**src/rtl/input_stage_pkg.sv**
```systemverilog
`default_nettype none
// +----------------------------------------------------------------------+
// | input_stage_pkg                                                      |
// | Shared types and sizing helpers for the input shift stage.           |
// | Revision: 1.0                                                        |
// +----------------------------------------------------------------------+
package input_stage_pkg;

  typedef enum logic [1:0] {
    IDLE    = 2'd0,
    ARM     = 2'd1,
    PRESSED = 2'd2,
    RELEASE = 2'd3
  } deb_state_t;

  localparam int FRAME_LEN   = 4;
  localparam int FRAME_CNT_W = 3;

  // Bits needed to hold 0..value-1, never narrower than one bit.
  function automatic int clog2_min1(input int value);
    int w;
    w = 0;
    while ((1 << w) < value) w = w + 1;
    return (w < 1) ? 1 : w;
  endfunction

endpackage
`default_nettype wire

```
**src/rtl/debounce_fsm.sv**
```systemverilog
`default_nettype none
// +----------------------------------------------------------------------+
// | debounce_fsm                                                         |
// | Qualifies a synchronized button; one shift_pulse per clean press.    |
// | Revision: 1.0                                                        |
// +----------------------------------------------------------------------+
module debounce_fsm
  import input_stage_pkg::*;
#(
  parameter int DEB_CYCLES = 16
) (
  input  logic clk,
  input  logic rst,
  input  logic btn_s,
  output logic shift_pulse
);

  localparam int CNT_W = clog2_min1(DEB_CYCLES);
  localparam logic [CNT_W-1:0] CNT_LAST = CNT_W'(DEB_CYCLES - 1);

  deb_state_t       state_q, state_d;
  logic [CNT_W-1:0] cnt_q, cnt_d;

  always_ff @(posedge clk or posedge rst) begin
    if (rst) begin
      state_q <= IDLE;
      cnt_q   <= '0;
    end else begin
      state_q <= state_d;
      cnt_q   <= cnt_d;
    end
  end

  always_comb begin
    state_d     = state_q;
    cnt_d       = cnt_q;
    shift_pulse = 1'b0;
    case (state_q)
      IDLE: begin
        if (btn_s) begin
          state_d = ARM;
          cnt_d   = '0;
        end
      end
      ARM: begin
        if (!btn_s) begin
          state_d = IDLE;
        end else if (cnt_q == CNT_LAST) begin
          state_d     = PRESSED;
          shift_pulse = 1'b1;
        end else begin
          cnt_d = cnt_q + 1'b1;
        end
      end
      PRESSED: begin
        if (!btn_s) begin
          state_d = RELEASE;
          cnt_d   = '0;
        end
      end
      RELEASE: begin
        // A bounce back high during release is treated as the same press.
        if (btn_s) begin
          state_d = PRESSED;
        end else if (cnt_q == CNT_LAST) begin
          state_d = IDLE;
        end else begin
          cnt_d = cnt_q + 1'b1;
        end
      end
      default: state_d = IDLE;
    endcase
  end

endmodule
`default_nettype wire

```
**src/rtl/input_shift_stage.sv**
```systemverilog
`default_nettype none
// +----------------------------------------------------------------------+
// | input_shift_stage                                                    |
// | Syncs din/btn, debounces btn, shifts din into A..D, tracks frames.   |
// | Revision: 1.0                                                        |
// +----------------------------------------------------------------------+
module input_shift_stage
  import input_stage_pkg::*;
#(
  parameter int SYNC_STAGES = 2,
  parameter int DEB_CYCLES  = 16
) (
  input  logic clk,
  input  logic rst,
  input  logic din,
  input  logic btn,
  input  logic clr,
  output logic A,
  output logic B,
  output logic C,
  output logic D,
  output logic frame_valid,
  output logic frame_strobe
);

  localparam logic [FRAME_CNT_W-1:0] CNT_FULL = FRAME_CNT_W'(FRAME_LEN);

  logic [SYNC_STAGES-1:0] din_sync_q, din_sync_d;
  logic [SYNC_STAGES-1:0] btn_sync_q, btn_sync_d;
  logic [FRAME_LEN-1:0]   shift_q, shift_d;
  logic [FRAME_CNT_W-1:0] count_q, count_d;
  logic                   frame_valid_q, frame_valid_d;
  logic                   frame_strobe_q, frame_strobe_d;
  logic                   din_s, btn_s, shift_pulse;

  assign din_s = din_sync_q[SYNC_STAGES-1];
  assign btn_s = btn_sync_q[SYNC_STAGES-1];

  debounce_fsm #(
    .DEB_CYCLES (DEB_CYCLES)
  ) u_deb (
    .clk         (clk),
    .rst         (rst),
    .btn_s       (btn_s),
    .shift_pulse (shift_pulse)
  );

  always_comb begin
    din_sync_d     = {din_sync_q[SYNC_STAGES-2:0], din};
    btn_sync_d     = {btn_sync_q[SYNC_STAGES-2:0], btn};
    shift_d        = shift_q;
    count_d        = count_q;
    frame_strobe_d = 1'b0;
    // clr takes priority, so a coincident pulse is simply dropped.
    if (clr) begin
      shift_d = '0;
      count_d = '0;
    end else if (shift_pulse) begin
      shift_d        = {din_s, shift_q[FRAME_LEN-1:1]};
      count_d        = (count_q == CNT_FULL) ? FRAME_CNT_W'(1) : count_q + 1'b1;
      frame_strobe_d = (count_q == CNT_FULL - 1'b1);
    end
    frame_valid_d = (count_d == CNT_FULL);
  end

  always_ff @(posedge clk or posedge rst) begin
    if (rst) begin
      din_sync_q     <= '0;
      btn_sync_q     <= '0;
      shift_q        <= '0;
      count_q        <= '0;
      frame_valid_q  <= 1'b0;
      frame_strobe_q <= 1'b0;
    end else begin
      din_sync_q     <= din_sync_d;
      btn_sync_q     <= btn_sync_d;
      shift_q        <= shift_d;
      count_q        <= count_d;
      frame_valid_q  <= frame_valid_d;
      frame_strobe_q <= frame_strobe_d;
    end
  end

  assign A            = shift_q[FRAME_LEN-1];
  assign B            = shift_q[FRAME_LEN-2];
  assign C            = shift_q[FRAME_LEN-3];
  assign D            = shift_q[FRAME_LEN-4];
  assign frame_valid  = frame_valid_q;
  assign frame_strobe = frame_strobe_q;

endmodule
`default_nettype wire

```
**config.mk**
```make
export PLATFORM = sky130hd
export DESIGN_NAME = input_shift_stage
export DESIGN_NICKNAME = d
export VERILOG_FILES = /design/src/rtl/input_stage_pkg.sv /design/src/rtl/debounce_fsm.sv /design/src/rtl/input_shift_stage.sv
export SDC_FILE = /design/constraint.sdc
export NUM_CORES = 1
export LEC_CHECK = 0
export ABC_AREA = 1
export CAP_MARGIN = 15
export CORE_MARGIN = 8
export CORE_UTILIZATION = 47
export CTS_CLUSTER_SIZE = 20
export DETAILED_ROUTE_END_ITERATION = 12
export PLACE_DENSITY_LB_ADDON = 0.05
export SYNTH_ARGS = -nofsm -noshare
export SYNTH_HDL_FRONTEND = slang
export SYNTH_SLANG_ARGS = --single-unit
```
**constraint.sdc**
```tcl
create_clock -name clk -period 1.4 [get_ports clk]
set_clock_uncertainty 0.05 [all_clocks]
set_input_delay 0.14 -clock clk [delete_from_list [all_inputs] [get_ports clk]]
set_output_delay 0.14 -clock clk [all_outputs]
set_load 0.02 [all_outputs]
```
==> impl_results.md <==
- Status: completed
- Fill count: 147
- Die area: 3527 sq um
- Routed length per instance: 11.43 um
- Top_reg_cell synth: dfrtp_1
- CTS Buffer Depth: 2
- H-tree levels: 1
- Reg area: around 480 sq um
- CTS tree: yes
- Switching Share: around 24%
- Top cells by count, synth: dfrtp_1, nand2_1, inv_1
- Initial core utilization: 50.68%
- Drt first pass iters: 4
- Gate power share: under 10%
- I/O Buffers: 10
- Place WS: ~0.0071 ns
- Root buffer cell: clkbuf_4
- Mux cell area share after synthesis: 0%
- Post-DRT Antenna Nets: 0
- Crit-path most repeated cell: nand2_2
- DRC errors left: 0
- Crit path launch type: flip-flop
- First-pass GRT wire length: 2.635 mm
- Slew Limit Fails: 0
- CP startpoint: count_q[0]
- Seq/Total Area, Yosys: 53.75%
- Total stage count of the critical path: 7
- WS Path Type: reg2reg
- Cell taking the most area after synthesis: dfrtp_1
- Routed WL: 1.532 mm
- Top Ports: 11
- Synth warnings: 0
- Via count: 623
- Hold WC Path Type: in2async
- Final worst path period share: around 96%
- Largest family of logic cells by synthesized area: simple AND/OR/NAND/NOR gates
- # placed instances: approximately 130
- PD cells: 842.5 nW/um^2
- Worst-Skew Late Latency: 0.30 ns
- Post-DP HPWL: 1.070 mm
- Worst reg2reg endpoint: frame_valid
- R2r startpoint: count_q[0]
- RD Place Congestion: 0.8042
- Endpoint class of the critical path: flip-flop
- DP Area: roughly 1000 sq um
- CP max-delay cell: dfrtp_1
- Crit-path cells: ha_2, ha_4, a21oi_2, nand3_2, nand2_2, nand2_2, nor2_2
- R2r setup slk: 0.06 ns
- Max cap viols: 0
- Worst path bufs/invs: 0
- Non-filler instance count after layout: 134
- Top cell type's share of synthesized area: a little over half
- Fraction of registers with async set or reset after synthesis: 100.0%
- Netlist cell types: 19
- Antenna Cells: 0
- Iter 0 DRT Violations: 9
- Area of the multi-input gates: between 400 and 500 sq um
- WHS: 0.09267 ns
- Syn Nets: 97
- Share of layout cells above drive strength 1: 31.19%
- Net Sw Power: 0.2350 mW
- Via density: 4.649
- Mean Syn Cell Area: 10.05 sq um
- Vias in the first global route: 624
- Count leader, synth: dfrtp_1
- P&R area growth vs syn: 28.71%
- Internal cell power: 0.7243 mW
- Synth Area in Simple Gates: between 20% and 30%
- Total gr overflow: 0
- Final Total Pwr: 0.9592 mW
- Finished Cell Area: 1139 sq um
- WP data arrival: ~1.5 ns
- Die W: roughly 60 um
- Final setup fails: 0
- Finished Core Util: between 60% and 70%
- Final setup TNS: 0 ns
- Largest net degree at the start of global routing: 20
- XOR/XNOR share of the synthesized area: under 10%
- Worst setup endpoint: frame_valid
- Initial antenna violation count: 0
- CTS Sinks: 19
- Final net count: about 120
- Cts hold-fix bufs: 0
- Post-synthesis compound-gate area fraction: 6.648%
- Adder-cell share of the synthesized area: 5.658%
- Slew margin rel.: 78.24%
- Flops & latches, synth: 19
- Row count: 15
- Clock buffer count from CTS: 3
- Largest cells by area after synthesis: dfrtp_1, nand2_1, ha_1, inv_1, nand3_1
- Synthesized area: approximately 900 sq um
- Height of the die: around 59 um
- Total global-route track usage: 9.893%
- Final WS setup: 0.05898 ns
- FF-to-FF path depth: 7
- Leakage: 0.5495 nW
- Number of synthesized flops with an enable pin: 0
- Hold Vio Cnt, Final: 0
- Delay-heaviest family, CP: adder cells
- Gate Count Post-Synth: 88
- Clk pwr share: 28.9%
- Core footprint: 1745 sq um
- Worst VDD drop: 674.0 uV
- Crit-path max FO: 2
- Clock-pin slew on the worst setup and hold paths: 0.10 ns
- Sequential power share: a little over 60%
- RSZ-0062 raised after global routing: true
- Final worst path period need: 1.341 ns
- Fmax: about 750 MHz
- CP Data Required Time: 1.59 ns
- Worst-Margin Slew: 0.3260 ns
- CP max stage delay: around 0.4 ns
==> power groups by stage <==
stage | sequential [mW] | combinational [mW] | clock, mW
after floorplan | 0.591 | 0.0454 | 0
after global placement | 0.592 | 0.0725 | 0
after detailed placement | 0.594 | 0.0749 | 0
after CTS | 0.584 | 0.0766 | 0.290
after global routing | 0.590 | 0.109 | 0.312
final | 0.588 | 0.0940 | 0.278
==> sequential cells by signal, indices dropped and copies added (netlist names), named ones only <==
signal and flops:
btn_sync_q 2, u_deb.cnt_q 4, u_deb.state_q 1, count_q 3
din_sync_q 2, shift_q 4, frame_valid 1, frame_strobe 1
==> per-layer routing <==
| metal | track usage, % | wire [um] |
|---|---|---|
| met1 | 11.73 | 752 |
| met2 | 14.79 | 627 |
| met3 | 3.471 | 111 |
| met4 | 6.143 | 41 |
| met5 | 0 | 0 |
==> repair_timing <==
action,CTS,global route
setup endpoints to repair,7,7
buffers inserted,1,4
gates resized for setup,8,8
pin swaps,0,6
==> worst min-delay path, delay by kind of cell <==
| kind | cells | cell delay (ns) |
|---|---|---|
| buffers and inverters | 3 | 0.69 |
==> placed cells by master, fill, tap and decap left out, types with 2 or more instances in the layout <==
| cell | count |
|---|---|
| ha_4 | 2 |
| nand3_2 | 4 |
| buf_4 | 7 |
| inv_1 | 13 |
| dlygate4sd2_1 | 6 |
| nor2_2 | 2 |
| xor2_1 | 2 |
| nor2_1 | 2 |
| nand2_2 | 5 |
| nor2_4 | 2 |
| o21ai_1 | 4 |
| nand3_1 | 7 |
| nand2_1 | 13 |
| clkbuf_4 | 3 |
| o21ai_2 | 2 |
| nand2_4 | 3 |
| clkdlybuf4s50_1 | 4 |
| dfrtp_1 | 19 |
==> worst min path at each step <==
stage | start | end | cells after the start
2_1_floorplan | rst | asynchronous set/reset pin | 1
3_3_place_gp | btn_sync_q[0] | btn_sync_q[1] | 0
3_5_place_dp | din_sync_q[0] | din_sync_q[1] | 0
4_1_cts | rst | din_sync_q[0] | 3
5_1_grt | rst | din_sync_q[0] | 3
6_report | rst | u_deb.cnt_q[0] | 3
==> logic make-up after synthesis <==
logic type	count (synthesis)
flops	19
xor+xnor	3
fa+ha+maj	4
simple gates	38
compound gates	10
buf+inv	14
==> final cells by class <==
class | count | area share [%]
clock buffers | 4 | 2.308
flip-flops and latches | 19 | 41.76
well taps | 25 | 2.747
inverters | 14 | 4.835
multi-input cells | 55 | 35.60
repair buffers | 17 | 12.75
Power figures use the tool's default switching activity.
